## src/rtl/vga_mem_pkg.sv

```systemverilog
// vga_mem_pkg: arbiter state encoding and default burst geometry shared by the VGA memory arbiter.
package vga_mem_pkg;
   typedef enum logic [1:0] {IDLE, RD_CMD, RD_DATA, WR_CMD} arb_state_t;
   localparam int DEF_BURST = 16;
   localparam int BURST_W   = $clog2(DEF_BURST) + 1;
   localparam int BEAT_W    = $clog2(DEF_BURST);
endpackage

```

## src/rtl/vga_mem_arbiter.sv

```systemverilog
// vga_mem_arbiter: shares one Avalon-MM master between scanout burst reads and draw-engine single writes.
module vga_mem_arbiter
   import vga_mem_pkg::*;
#(
   parameter int ADDR_W     = 27,
   parameter int DATA_W     = 128,
   parameter int BURST      = DEF_BURST,
   parameter int STARVE_MAX = 4
) (
   input  logic                    clk_clk,
   input  logic                    reset_reset_n,
   input  logic                    sc_req,
   input  logic [ADDR_W-1:0]       sc_addr,
   output logic                    sc_ack,
   output logic [DATA_W-1:0]       sc_rdata,
   output logic                    sc_rvalid,
   input  logic                    dr_req,
   input  logic [ADDR_W-1:0]       dr_addr,
   input  logic [DATA_W-1:0]       dr_wdata,
   input  logic [DATA_W/8-1:0]     dr_be,
   output logic                    dr_ack,
   output logic [ADDR_W-1:0]       avm_address,
   output logic                    avm_read,
   output logic                    avm_write,
   output logic [DATA_W-1:0]       avm_writedata,
   output logic [DATA_W/8-1:0]     avm_byteenable,
   output logic [$clog2(BURST):0]  avm_burstcount,
   input  logic                    avm_waitrequest,
   input  logic [DATA_W-1:0]       avm_readdata,
   input  logic                    avm_readdatavalid
);
   localparam int BT_W = $clog2(BURST);
   localparam int BC_W = BT_W + 1;
   localparam int SV_W = $clog2(STARVE_MAX + 1);
   localparam int AL_W = $clog2(BURST * DATA_W / 8);
   // Scanout bursts are aligned to the full burst footprint in bytes.
   localparam logic [ADDR_W-1:0] AL_MASK    = ~ADDR_W'((64'd1 << AL_W) - 64'd1);
   localparam logic [BT_W-1:0]   LAST_BEAT  = BT_W'(BURST - 1);
   localparam logic [SV_W-1:0]   STARVE_TOP = SV_W'(STARVE_MAX);

   arb_state_t        state_q, state_d;
   logic [BT_W-1:0]   beat_cnt;
   logic [SV_W-1:0]   starve_cnt;
   logic              rd_grant, wr_grant, beat_in;

   always_comb begin
      wr_grant = (state_q == IDLE) && dr_req && (starve_cnt == STARVE_TOP || !sc_req);
      rd_grant = (state_q == IDLE) && sc_req && !wr_grant;
      beat_in  = (state_q == RD_DATA) && avm_readdatavalid;
      sc_ack   = (state_q == RD_CMD) && !avm_waitrequest;
      dr_ack   = (state_q == WR_CMD) && !avm_waitrequest;
      state_d  = state_q;
      case (state_q)
         IDLE:    state_d = wr_grant ? WR_CMD : rd_grant ? RD_CMD : IDLE;
         RD_CMD:  state_d = sc_ack ? RD_DATA : RD_CMD;
         RD_DATA: state_d = (beat_in && beat_cnt == LAST_BEAT) ? IDLE : RD_DATA;
         WR_CMD:  state_d = dr_ack ? IDLE : WR_CMD;
         default: state_d = IDLE;
      endcase
   end

   always_ff @(posedge clk_clk or negedge reset_reset_n)
      if (!reset_reset_n) state_q <= IDLE;
      else state_q <= state_d;

   // Command outputs come straight from the next state so they launch the cycle after the grant.
   always_ff @(posedge clk_clk or negedge reset_reset_n)
      if (!reset_reset_n) begin
         avm_read       <= 1'b0;
         avm_write      <= 1'b0;
         avm_address    <= '0;
         avm_writedata  <= '0;
         avm_byteenable <= '0;
         avm_burstcount <= '0;
         sc_rdata       <= '0;
         sc_rvalid      <= 1'b0;
         beat_cnt       <= '0;
         starve_cnt     <= '0;
      end else begin
         avm_read  <= (state_d == RD_CMD);
         avm_write <= (state_d == WR_CMD);
         sc_rvalid <= beat_in;
         if (beat_in) begin
            sc_rdata <= avm_readdata;
            beat_cnt <= beat_cnt + 1'b1;
         end
         if (sc_ack) beat_cnt <= '0;
         if (rd_grant) begin
            avm_address    <= sc_addr & AL_MASK;
            avm_burstcount <= BC_W'(BURST);
            avm_byteenable <= '1;
            if (dr_req && starve_cnt != STARVE_TOP) starve_cnt <= starve_cnt + 1'b1;
         end
         if (wr_grant) begin
            avm_address    <= dr_addr;
            avm_writedata  <= dr_wdata;
            avm_byteenable <= dr_be;
            avm_burstcount <= BC_W'(1);
            starve_cnt     <= '0;
         end
      end
endmodule

```

## config.mk

```make
export PLATFORM = sky130hd
export DESIGN_NAME = vga_mem_arbiter
export DESIGN_NICKNAME = d
export VERILOG_FILES = /design/src/rtl/vga_mem_pkg.sv /design/src/rtl/vga_mem_arbiter.sv
export SDC_FILE = /design/constraint.sdc
export NUM_CORES = 1
export LEC_CHECK = 0
export ABC_AREA = 1
export BUFFER_PORTS_ARGS = -buffer_cell sky130_fd_sc_hd__buf_2
export CORE_AREA = 4 4 245 247
export CTS_CLUSTER_DIAMETER = 30
export DETAILED_ROUTE_END_ITERATION = 16
export DIE_AREA = 0 0 249 251
export PLACE_DENSITY = 0.54
export RECOVER_POWER = 50
export SLEW_MARGIN = 20
export SYNTH_ARGS = -nofsm -noshare
export SYNTH_HDL_FRONTEND = slang
export SYNTH_SLANG_ARGS = --single-unit
```

## constraint.sdc

```tcl
create_clock -name clk_clk -period 1.73 [get_ports clk_clk]
set_input_delay 0 -clock clk_clk [delete_from_list [all_inputs] [get_ports clk_clk]]
set_output_delay 0 -clock clk_clk [all_outputs]
set_load 0.005 [all_outputs]
```

==> results.py <==
metrics = {
    "route": {
        "drc": 0,
        "postRouteAntennaNets": 0,
        "drt-total-wl_mm": 48.0,
        "wl_per_cell_um": 15.1,
        "drt-met1-wl_mm": 18.2,
        "via_count": 13000,
        "wl_met3_mm": 3.19,
        "detail_route.first_pass.iterations": 5,
        "first_iter_violations": 533,
        "dr_wl_met2_mm": 23.8,
        "top_layer": "met4",
        "viasPerCell": 4.07,
    },
    "critical_path": {
        "crit_path_start_kind": "flip-flop",
        "max_stage_delay_ns": 0.38,
        "crit_top_cell": "inv_1",
        "end_kind": "primary output",
        "critPathRequiredTime_ns": 1.73,
        "crit_path_max_fanout": 6,
        "crit_chain": "buf_4 > inv_1 > nand3_4 > inv_1 > clkbuf_4",
        "critPathLaunch": "state_q[1]",
        "r2r-start": "starve_cnt[0]",
        "cpMaxStageDelayCell": "dfrtp_1",
        "arrival_ns": 1.60,
        "critPathKind": "reg -> out",
    },
    "placement": {
        "gp_congestion": 0.853,
        "portBuffers": 629,
        "dp_hpwl_mm": 32.5,
        "place_ws_ns": 0.0631,
        "dpl_cell_area_um2": 16300,
    },
    "finish": {
        "most-common-layout-cells": "834 x nand2_1, 379 x buf_2, 324 x dlygate4sd3_1, 313 x dfrtp_1, 267 x clkbuf_1",
        "final_area_um2": 22200,
        "layout-drive-gt1-share": 0.239,
        "area.growth.synth_to_final_pct": 85.5,
        "nNetsFinal": 2691,
        "insertedDiodeCount": 0,
        "final_common_cell": "nand2_1",
        "fillCellCount": 5676,
        "final_util": 0.385,
    },
    "sta": {
        "clock.fmax_mhz": 627,
        "tns_ns": 0,
        "drv_slew": 0,
        "finalWorstSetupSlack_ns": 0.134,
        "period_minus_slack_ns": 1.60,
        "rsz0062_at_grt": "no",
        "worst_slew_pin_slew_ns": 0.549,
        "finalHoldViolations": 0,
        "slew_headroom": 0.634,
        "period_share": 0.922,
        "setup_viol": 0,
        "fin_skew_ns": 0.0179,
    },
    "clocking": {
        "tritoncts": "done",
        "cts.path.max_buffers": 3,
        "insertion_delay_ns": 0.57,
        "path_clk_slew_ns": 0.04,
        "cts_max_level": 3,
        "cts_root_buffer": "clkbuf_16",
        "cts_sinks": 313,
        "numCtsBuffers": 84,
    },
    "power_and_ir_drop": {
        "p_total_w": 0.0389,
        "ir_drop_uv": 931,
        "switchingPower_w": 0.0125,
        "pwr-share-comb": 0.274,
        "power_frac_seq": 0.324,
        "p_int_w": 0.0264,
        "leakage_nw": 11.4,
        "p_sw_frac": 0.321,
        "clkPwrFrac": 0.403,
        "power_density_nw_per_um2": 1750,
    },
    "synth": {
        "synth.top_cell.area_share": 0.654,
        "yosysTopAreaCell": "dfrtp_1",
        "synth.avg_cell_area_um2": 8.99,
        "syn_inst": 1331,
        "yosysSeqAreaShare": 0.654,
        "netlist_top_cells_area": "dfrtp_1 65%, nand2_1 26%, buf_2 1.5%, buf_4 1.3%, nand3_1 1.2%",
        "ys_ff_latch": 313,
        "yosys_warnings": 0,
        "synth_area_um2": 12000,
        "ys_types": 24,
    },
    "job": {
        "maxCapViolCount": 0,
    },
    "floorplan": {
        "rows": 88,
        "die-area_um2": 62500,
        "fp.dieW_um": 249,
        "core_um2": 57600,
        "ios": 641,
        "fp.dieH_um": 251,
        "initial_core_util": 0.208,
    },
    "grt": {
        "antenna_found_initial": 0,
        "grt_pass1_vias": 14200,
        "grt_pass1_wl_mm": 75.7,
        "track_usage": 0.148,
        "overflow": 0,
        "grt_max_degree": 110,
    },
    "worst_hold_path": {
        "hold_start": "dr_wdata[56]",
        "hold_path.class": "in -> reg",
    },
    "outcome": {
        "status": "finished, final reports clean",
    },
}
-- worst max-delay path, delay by kind of cell, from the launching register on --
kind / cells / cell delay (ns)
flops: 1 / 0.38
simple gates: 1 / 0.11
buf+inv: 4 / 0.53
-- power groups by stage --
stage,registers [W],clock network (W),logic (W)
finish,0.0126,0.0157,0.0107
global route,0.0130,0.0165,0.0119
CTS,0.0125,0.0160,0.0114
detailed placement,0.0125,0,0.0108
floorplan,0.0127,0,0.00441
global placement,0.0124,0,0.0106
-- cell usage after synthesis (all sizes together) --
cell type,n
o21bai,1
a21oi,3
xor2,2
o22ai,16
conb,1
a22o,8
nand3,29
nand4,1
inv,33
buf,55
clkbuf,14
nand2,836
nor3,1
nor2,8
dfrtp,313
o21ai,7
ha,3
-- state kept, by name, summed over array words and instances (netlist names) --
name and count:
avm_writedata 128, sc_rdata 128, avm_address 27, avm_byteenable 16, beat_cnt 4, starve_cnt 3, avm_burstcount 2, state_q 2
avm_read 1, avm_write 1, sc_rvalid 1
-- per-layer routing --
metal,GRT usage,vias to the layer above
met4,0.0890,0
met2,0.253,561
li1,-,6136
met5,0,-
met1,0.164,6098
met3,0.0449,174
-- final timing paths --
| check | slack (ns) | endpoint | depth (start not counted) |
|---|---|---|---|
| hold reg to reg | 0.46 | starve_cnt[2] | 1 |
| min in group asynchronous | 0.54 | avm_address[12] | 3 |
| setup / recovery | 0.13 | sc_ack | 5 |
| setup reg to reg | 0.15 | avm_address[8] | 11 |
| max in group asynchronous | 0.28 | avm_writedata[77] | 4 |
| hold / removal | 0.16 | avm_writedata[56] | 4 |
-- per-stage QoR --
stage               std cells  hold WS (ns)
global placement         2709        0.0209
CTS                      3186        0.0788
global route             3188         0.129
floorplan                1333        -0.296
finish                   3188         0.157
detailed placement       2709        0.0211
-- logic make-up after synthesis --
kind of cell,count (synthesis),share of synthesized area
AND/OR/NAND/NOR,875,0.279
buffers and inverters,102,0.0419
flip-flops,313,0.654
adder cells (fa/ha/maj),3,0.00314
AO/OA/AOI/OAI,35,0.0193
other,1,0.000313
XOR/XNOR,2,0.00146
-- cell type report --
class                   instances  area [um^2]  area share
well taps                     765          957      0.0431
clock inverters                34          460      0.0207
clock buffers                 119         2460       0.111
multi-input cells             918         3690       0.166
repair buffers               1006         6680       0.301
inverters                      33          126     0.00569
flip-flops and latches        313         7830       0.353
-- timing repair --
item / CTS / global route
cloned: 0 / 1
buffers inserted: 0 / 1
gates resized for setup: 1 / 4
endpoints found under the hold margin: 625 / 0
hold buffers: 324 / 0
setup endpoints to repair: 1 / 51
pin swaps: 0 / 0
Note: power is estimated with default switching activity, not from simulation.
